--- src/rtl/div_seq_ctrl.sv ---
// Multi-cycle DIV/DIVU sequencer for the execute stage: 32-step restoring
// divide with MIPS sign rules, a defined divide-by-zero result and stall/annul handling.
module div_seq_ctrl (
  input  logic        clk,
  input  logic        rst,
  input  logic        div_start,
  input  logic        div_signed,
  input  logic [31:0] dividend,
  input  logic [31:0] divisor,
  input  logic        annul,
  output logic [63:0] div_result,
  output logic        div_ready,
  output logic        div_busy,
  output logic        stallreq_div
);

  typedef enum logic [1:0] {IDLE, BUSY, ZERO, DONE} state_t;

  state_t      state, state_nxt;
  logic        sgn, dvd_neg, quo_neg;
  logic [31:0] dvd, dvs, quo, rem, dividend_raw;
  logic [4:0]  cnt;

  logic        accept, abort, last_iter, fits;
  logic [32:0] rem_sh, rem_sub;
  logic [31:0] rem_nxt, quo_nxt, quo_fix, rem_fix;
  logic [31:0] dividend_mag, divisor_mag;

  assign accept    = (state == IDLE) & div_start & ~annul;
  assign abort     = annul | ~div_start;
  assign last_iter = (cnt == 5'd31);

  assign div_busy     = (state == BUSY) | (state == ZERO);
  assign stallreq_div = div_start & ~annul & ~div_ready & ~rst;

  assign dividend_mag = (div_signed & dividend[31]) ? (~dividend + 32'd1) : dividend;
  assign divisor_mag  = (div_signed & divisor[31])  ? (~divisor + 32'd1)  : divisor;

  // The 33-bit borrow doubles as the rem >= dvs compare: the shifted
  // remainder is always below 2*dvs, so bit 32 of the difference is set only when it does not fit.
  always_comb begin
    rem_sh  = {rem, dvd[31]};
    rem_sub = rem_sh - {1'b0, dvs};
    fits    = ~rem_sub[32];
    rem_nxt = fits ? rem_sub[31:0] : rem_sh[31:0];
    quo_nxt = fits ? (quo | (32'h8000_0000 >> cnt)) : quo;
    quo_fix = (sgn & quo_neg) ? (~quo_nxt + 32'd1) : quo_nxt;
    rem_fix = (sgn & dvd_neg) ? (~rem_nxt + 32'd1) : rem_nxt;
  end

  always_ff @(posedge clk or posedge rst) begin
    if (rst) state <= IDLE;
    else     state <= state_nxt;
  end

  always_comb begin
    state_nxt = state;
    case (state)
      IDLE: if (accept) state_nxt = (divisor == 32'd0) ? ZERO : BUSY;
      BUSY: begin
        if (abort)          state_nxt = IDLE;
        else if (last_iter) state_nxt = DONE;
      end
      ZERO: state_nxt = abort ? IDLE : DONE;
      DONE: if (abort) state_nxt = IDLE;
      default: state_nxt = IDLE;
    endcase
  end

  // Aborted runs never touch div_result, so it keeps the last completed value.
  always_ff @(posedge clk or posedge rst) begin
    if (rst) begin
      sgn          <= 1'b0;
      dvd_neg      <= 1'b0;
      quo_neg      <= 1'b0;
      dvd          <= '0;
      dvs          <= '0;
      quo          <= '0;
      rem          <= '0;
      dividend_raw <= '0;
      cnt          <= '0;
      div_result   <= '0;
      div_ready    <= 1'b0;
    end else begin
      case (state)
        IDLE: begin
          if (accept) begin
            sgn          <= div_signed;
            dvd_neg      <= dividend[31];
            quo_neg      <= dividend[31] ^ divisor[31];
            dvd          <= dividend_mag;
            dvs          <= divisor_mag;
            dividend_raw <= dividend;
            quo          <= '0;
            rem          <= '0;
            cnt          <= '0;
          end
        end
        BUSY: begin
          if (!abort) begin
            rem <= rem_nxt;
            dvd <= {dvd[30:0], 1'b0};
            quo <= quo_nxt;
            cnt <= cnt + 5'd1;
            if (last_iter) begin
              div_result <= {rem_fix, quo_fix};
              div_ready  <= 1'b1;
            end
          end
        end
        ZERO: begin
          if (!abort) begin
            div_result <= {dividend_raw, 32'hFFFF_FFFF};
            div_ready  <= 1'b1;
          end
        end
        DONE: if (abort) div_ready <= 1'b0;
        default: div_ready <= 1'b0;
      endcase
    end
  end

endmodule

--- config.mk ---
export PLATFORM = sky130hd
export DESIGN_NAME = div_seq_ctrl
export DESIGN_NICKNAME = d
export VERILOG_FILES = /design/src/rtl/div_seq_ctrl.sv
export SDC_FILE = /design/constraint.sdc
export NUM_CORES = 1
export LEC_CHECK = 0
export CAP_MARGIN = 30
export CORE_MARGIN = 2
export CORE_UTILIZATION = 45
export DETAILED_ROUTE_END_ITERATION = 10
export RECOVER_POWER = 25
export SYNTH_ARGS = -nofsm -noshare
export SYNTH_HDL_FRONTEND = slang
export SYNTH_SLANG_ARGS = --single-unit
--- constraint.sdc ---
create_clock -name clk -period 18.47 [get_ports clk]
set_input_delay 5.541 -clock clk [delete_from_list [all_inputs] [get_ports clk]]
set_output_delay 5.541 -clock clk [all_outputs]
set_load 0.02 [all_outputs]
# Word-level counts from Yosys, hierarchy flattened
# Cells that the tools add are included.
# word_totals
input_bits,69
elab_cells,93
output_inout_bits,67
reg_bits,235
# classes
n_addsub,6
reduce_logical,10
n_bitwise,21
eq_ne,10
shift,1
muxes,33
# op_table
cell,count
32-bit two-way mux,11
64-bit two-way mux,3
32-bit one-hot mux with 2 select lines,3
"32-bit by 1-bit adder with 32-bit output, second input constant",4
32-bit inverter,4
64-bit one-hot mux with 2 select lines,1
33-bit by 32-bit subtractor with 33-bit output,1
32-bit zero test,1
32-bit OR,1
"32-bit by 5-bit >> shifter with 32-bit output, first input constant",1
2-bit two-way mux,6
5-bit two-way mux,2
"2-bit inequality test, second input constant",5
5-bit one-hot mux with 2 select lines,1
1-bit bitwise AND,9
2-bit one-hot mux with 4 select lines,1
3-bit AND reduction,2
"5-bit by 1-bit adder with 5-bit output, second input constant",1
"5-bit == test, second input constant",1
5-bit AND reduction,1
"2-bit == test, second input constant",2
1-bit two-way mux,4
1-bit inverter,4
4-bit AND reduction,1
other kinds (9),11

# Longest topological paths before layout
# Gate-level depths: netlist (run 1).
# depth
depth_word,9
depth_mapped,22
ltp_nobuf,21

# Worst setup path after synthesis (run 1)
# Ideal clock, no wire load.
# synth_path
path_type,input -> output
startpoint,input port annul
endpoint,output port stallreq_div
cell_stages,2
path_slack_ps,6738
arrival_time_ps,6191
required_time_ps,12929
path_buffers,0
cell_sequence,nand2b_1 > nor3_1
# synth_via
elab_chain_len,4
# synth_rtl
element,line_no,source
"start, declared",10,"input logic annul,"
1-bit inverter,34,assign stallreq_div = div_start & ~annul & ~div_ready & ~rst;
1-bit bitwise AND (3 in series),34,
"end, declared",14,output logic stallreq_div
# Every way passes these cells.

# Final worst setup path (run 1)
# layout_path
startpoint,input port div_start
endpoint,output port stallreq_div
# layout_via
elab_chain_len,3
# layout_rtl
element,line_no,source
"start, declared",6,"input logic div_start,"
1-bit bitwise AND (3 in series),34,
# Every way passes these cells.

==> results_dict.tcl, run 1 <==
set metrics [dict create \
    pre_cts_slack_ns 5.91 \
    synth_area_leader_cell "dfrtp_1" \
    cts_made_buffers 27 \
    n_antenna_cell 0 \
    ys_seq_area_frac 0.391 \
    drive_gt1_frac 0.0544 \
    cp-start-kind "primary input" \
    fp.dieW_um 186 \
    yosysUniqueCellTypes 91 \
    drt_wl_total_um 44700 \
    max_slew_margin -2.47 \
    finalNetCount 2029 \
    p_int_mw 1.82 \
    yosys_warnings 0 \
    rows 66 \
    first_global_vias 13200 \
    finalHoldViolCount 0 \
    arrival_ns 7.07 \
    grt_overflow 0 \
    worstMarginPinSlew_ns 5.17 \
    cts_resized 0 \
    dp_hpwl_um 32300 \
    yosys_most_used_dff "dfrtp_1" \
    min_from "dividend_raw[11]" \
    power.density_mw_per_mm2 199 \
    drt_iter0_drc 961 \
    die_area_mm2 0.0347 \
    p_seq_frac 0.248 \
    avgRoutedWirePerCell_um 18.9 \
    met3WireLength_um 2240 \
    root_buffer "clkbuf_16" \
    ir_drop_v 0.0000915 \
    synth_area_leaders "dfrtp_1, a21oi_1, nand2_1" \
    syn_to_final_growth_pct 17.7 \
    worstSetupPathType "in -> out" \
    cap_viol_max_count 1 \
    grt_max_degree 117 \
    grt_pass1_wl_um 72300 \
    power_frac_clock 0.161 \
    via_per_inst 5.72 \
    initial_core_util 0.459 \
    syn-num-nets 1944 \
    clockBufferDepth 3 \
    coreArea_mm2 0.0326 \
    syn_area_mm2 0.0150 \
    async_flop_share 1.00 \
    layout.cells.non_filler 2373 \
    layout_commonest_cell "nand2_1" \
    rr_startpoint "dvd[31]" \
    insertion_delay_ns 0.54 \
    fin_crit_ns 12.61 \
    antenna_found_initial 1 \
    setup_slack_ns 5.86 \
    htree_num_levels 1 \
    num_vias 13600 \
    cpMaxStageDelayCell "clkdlybuf4s50_1" \
    postCtsSetupRepairBufs 0 \
    firstDrtPassIters 5 \
    grtUsageTotal 0.257 \
    pin_count 136 \
    crit_path_start "div_start" \
    die_height_um 186 \
    cts.sinks 234 \
    top_layer_used "met4" \
    drc_errors 0 \
    path_buf_inv 2 \
    report.final.setup_viol 0 \
    switchingPower_mw 1.67 \
    drv_slew 117 \
    critPathMaxStageDelay_ns 0.64 \
    final.setup.tns_ns 0 \
    synth-edff-count 0 \
    place_area_mm2 0.0167 \
    crit_chain "dlygate4sd3_1 > nand2b_1 > nor3_1 > clkdlybuf4s50_1" \
    rsz0062_at_grt "no" \
    p_leak_nw 7.60 \
    sw_frac_of_total 0.479 \
    status "complete, but fails checks" \
    syn_avg_cell_area_um2 8.20 \
    cts_tree "done" \
    hold_class "reg -> reg" \
    synth_top_area_frac 0.391 \
    path_delay_family "buffers and inverters" \
    wl_met1_um 20700 \
    gp_congestion 0.900 \
    fin_crit_sh 0.683 \
    dp_cells 2324 \
    max_freq_mhz 79.3 \
    netlist_instances 1826 \
    clk_pin_slew_ns 0.06 \
    end_kind "output pin" \
    route.met2.wl_um 20900 \
    skew_ns 0.0142 \
    portBuffers 135 \
    ant_nets 0 \
    failed_checks "capacitance limit, slew limit" \
    final_cell_mix "nand2_1, dfrtp_1, a21oi_1, nor2_1, o21ai_0" \
    postLayoutCellArea_mm2 0.0176 \
    worst-path-max-fanout 5 \
    p_comb_frac 0.590 \
    ys_ff_latch 234 \
    crit_required_ns 12.93 \
    cts_hold_buf 0 \
]
==> final cells by class <==
| type | instances | area (um2) |
|---|---|---|
| fillers | 3145 | 15000 |
| clock buffers | 36 | 759 |
| multi-input cells | 1430 | 8520 |
| repair buffers | 156 | 1520 |
| well taps | 442 | 553 |
| clock inverters | 13 | 169 |
| flip-flops and latches | 234 | 5860 |
| inverters | 62 | 234 |
==> logic make-up (layout without fill, tap and decap cells) <==
logic type / count (synthesis) / count (layout) / synth area share
and+or+nand+nor: 636 / 636 / 0.192
buffers and inverters: 162 / 267 / 0.0421
xor gates and xnor gates: 138 / 138 / 0.0808
muxes: 33 / 33 / 0.0223
AOI/OAI and AO/OA: 574 / 574 / 0.230
adders and majority gates: 49 / 49 / 0.0415
DFF: 234 / 234 / 0.391
==> metrics by stage <==
step / total power, mW / utilization / hold slack (ns)
finish: 3.50 / 0.540 / 0.467
global route: 3.77 / 0.540 / 0.496
CTS: 3.51 / 0.540 / 0.474
detailed placement: 2.93 / 0.512 / 0.459
global placement: 2.91 / 0.511 / 0.454
floorplan: 2.28 / - / 0.437
==> power groups by stage <==
stage	Clock (mW)	Combinational [mW]	Sequential (mW)
2_1_floorplan	0	1.37	0.904
3_3_place_gp	0	2.03	0.872
3_5_place_dp	0	2.06	0.876
4_1_cts	0.575	2.07	0.869
5_1_grt	0.596	2.28	0.894
6_report	0.564	2.06	0.868
==> cells in the mapped netlist, types with 4 or more instances <==
cell type  instances
nand2_1          277
dfrtp_1          234
a21oi_1          209
nor2_1           184
o21ai_0          165
clkbuf_1          78
xor2_1            77
xnor2_1           61
inv_1             60
ha_1              48
a31oi_1           38
mux2i_1           30
nor3_1            23
and3_1            21
and2_1            19
o31ai_1           19
o21ai_1           18
nand3_1           15
buf_2             14
nor2b_1           14
nor4_1            12
or3_1             12
a211oi_1          11
nand4_1           11
o21a_1            11
nand2b_1          10
or4_1             10
a21o_1             9
a41oi_1            8
o41ai_1            8
buf_1              7
o211ai_1           7
o22ai_1            7
a22o_1             6
and4_1             6
a21boi_0           5
a311oi_1           4
a41o_1             4
o22a_1             4
==> flip-flops by register name, indices dropped and copies added, names as in the netlist <==
register      count
quo_neg           1
dividend_raw     31
rem              32
dvs              32
state             2
dvd_neg           1
div_result       64
quo              32
div_ready         1
dvd              32
cnt               5
sgn               1
==> layer usage <==
metal	vias up	global-route usage
met5	-	0
met3	53	0.0312
met2	348	0.428
li1	6608	-
met1	6559	0.359
met4	0	0.0535
==> worst reg2reg max path: cells and delay by family, from the launching register on <==
kind / cells / cell delay [ns]
AO/OA/AOI/OAI: 7 / 1.78
AND/OR/NAND/NOR: 9 / 2.58
flip-flops: 1 / 0.41
adder cells (fa/ha/maj): 3 / 0.83
buffers and inverters: 3 / 0.48
==> path summary, 6_finish.rpt <==
check | cells past startpoint | end | slack (ns)
min reg2reg | 2 | dividend_raw[11] | 0.47
max reg2reg | 22 | div_result[24] | 12.28
min | 2 | dividend_raw[11] | 0.47
max | 4 | stallreq_div | 5.86
min in group asynchronous | 2 | div_result[61] | 7.09
max in group asynchronous | 4 | dvs[21] | 8.15
Power figures use the tool's default switching activity.
==> run 2: changes to the inputs <==
Settings changed: PLACE_DENSITY set to 0.67.
Clock period 18.47 ns to 10.5 ns, I/O delays scaled along.
==> results_dict.tcl, run 2 (same netlist as run 1, synthesis figures left out) <==
set metrics [dict create \
    status "complete, but fails checks" \
    failed_checks "capacitance limit, slew limit" \
    pre_cts_slack_ns 2.71 \
    setup_slack_ns 2.68 \
    grt_pass1_wl_um 71300 \
    p_leak_nw 7.59 \
    postCtsSetupRepairBufs 0 \
    critPathMaxStageDelay_ns 0.63 \
    avgRoutedWirePerCell_um 18.6 \
    dp_hpwl_um 31600 \
    gp_congestion 0.920 \
    cts_hold_buf 0 \
    final_cell_mix "nand2_1, dfrtp_1, a21oi_1, nor2_1, o21ai_0" \
    portBuffers 135 \
    drv_slew 125 \
    firstDrtPassIters 5 \
    rsz0062_at_grt "no" \
    finalNetCount 2027 \
    place_area_mm2 0.0167 \
    largest_reg_flops 64 \
    clockBufferDepth 3 \
    pin_count 136 \
    drive_gt1_frac 0.0519 \
    cpMaxStageDelayCell "clkdlybuf4s50_1" \
    antenna_found_initial 0 \
    power.density_mw_per_mm2 350 \
    die_height_um 186 \
    report.final.setup_viol 0 \
    htree_num_levels 1 \
    num_vias 13800 \
    cts.sinks 234 \
    fin_crit_ns 7.82 \
    cts_made_buffers 27 \
    arrival_ns 4.67 \
    n_antenna_cell 0 \
    max_slew_margin -2.69 \
    power_mw 6.18 \
    grt_max_degree 125 \
    crit_required_ns 7.35 \
    ir_drop_v 0.000135 \
    coreArea_mm2 0.0326 \
    fill_cells 3042 \
    grtUsageTotal 0.250 \
    crit_chain "dlygate4sd3_1 > nand2b_1 > nor3_1 > clkdlybuf4s50_1" \
    max_freq_mhz 128 \
    cap_viol_max_count 1 \
    final.setup.tns_ns 0 \
    root_buffer "clkbuf_16" \
    finish.utilization 0.540 \
    layout_commonest_cell "nand2_1" \
    rows 66 \
    via_per_inst 5.82 \
    drt_wl_total_um 44100 \
    end_kind "output pin" \
    drt_iter0_drc 1052 \
    postLayoutCellArea_mm2 0.0176 \
    top_register "div_result" \
    die_area_mm2 0.0347 \
    fin_crit_sh 0.745 \
    hold_class "reg -> reg" \
    cts_resized 0 \
    grt_overflow 0 \
    initial_core_util 0.459 \
    worstSetupPathType "in -> out" \
    worst-path-max-fanout 5 \
    reg2reg_slack_ns 4.66 \
    fp.dieW_um 186 \
    worstMarginPinSlew_ns 5.51 \
    finalHoldViolCount 0 \
    drc_errors 0 \
    cp-start-kind "primary input" \
    first_global_vias 13200 \
    ant_nets 0 \
    skew_ns 0.0177 \
    syn_to_final_growth_pct 17.8 \
    cts_tree "done" \
    insertion_delay_ns 0.56 \
    clk_pin_slew_ns 0.06 \
]
-- run 2: cell count changes in the layout (fill, tap and decap cells not counted) --
cell             before  now
nor2_2                1    2
clkinv_4              0    1
dlygate4sd3_1        14    2
bufinv_16             4    5
buf_12                1    3
nor2_4                4    3
inv_6                 1    2
clkinv_2              8    4
buf_4                20   16
clkbuf_8              5    3
clkdlybuf4s50_1     121  133
clkbuf_1              4    5
-- run 2: layout make-up --
cell class,instances,area [um2],share of cell area
clock buffer,35,736,0.0417
clock inverter,12,196,0.0111
inverter,62,234,0.0133
multi-input combinational,1430,8520,0.483
sequential,234,5860,0.332
tap,442,553,0.0314
timing repair buffer,154,1530,0.0869
-- run 2: where the power goes --
part           internal (mW)  total (mW)  switching (mW)
clock network          0.615        1.01           0.395
registers               1.26        1.53           0.276
logic                   1.35        3.63            2.28
total                   3.23        6.18            2.95
-- run 2: worst max-delay path, delay by kind of cell --
family                 cells  cell delay [ns]
buffers and inverters      2             1.17
and+or+nand+nor            2             0.35
-- run 2: per-layer routing --
metal  track usage  vias up  routed length [um]  part of all wire
met4        0.0911        0                1620             0.037
met3        0.0256       84                1970             0.045
met1         0.330     6727               19200              0.44
met2         0.428      389               21300              0.48
li1              -     6596                   -                 -
met5             0        -                   0                 0
-- run 2: through the flow --
step / hold slack, ns / std cells
floorplan: 0.437 / 1826
global placement: 0.452 / 2318
detailed placement: 0.459 / 2321
CTS: 0.473 / 2368
global route: 0.491 / 2369
finish: 0.476 / 2369
-- run 2: final timing paths --
check / start / end / cells after the start
setup / recovery: div_start / stallreq_div / 4
hold / removal: dividend_raw[18] / dividend_raw[18] / 2
setup reg to reg: dvd[31] / div_result[24] / 21
hold reg to reg: dividend_raw[18] / dividend_raw[18] / 2
max in group asynchronous: rst / dvs[12] / 3
min in group asynchronous: rst / div_result[61] / 2
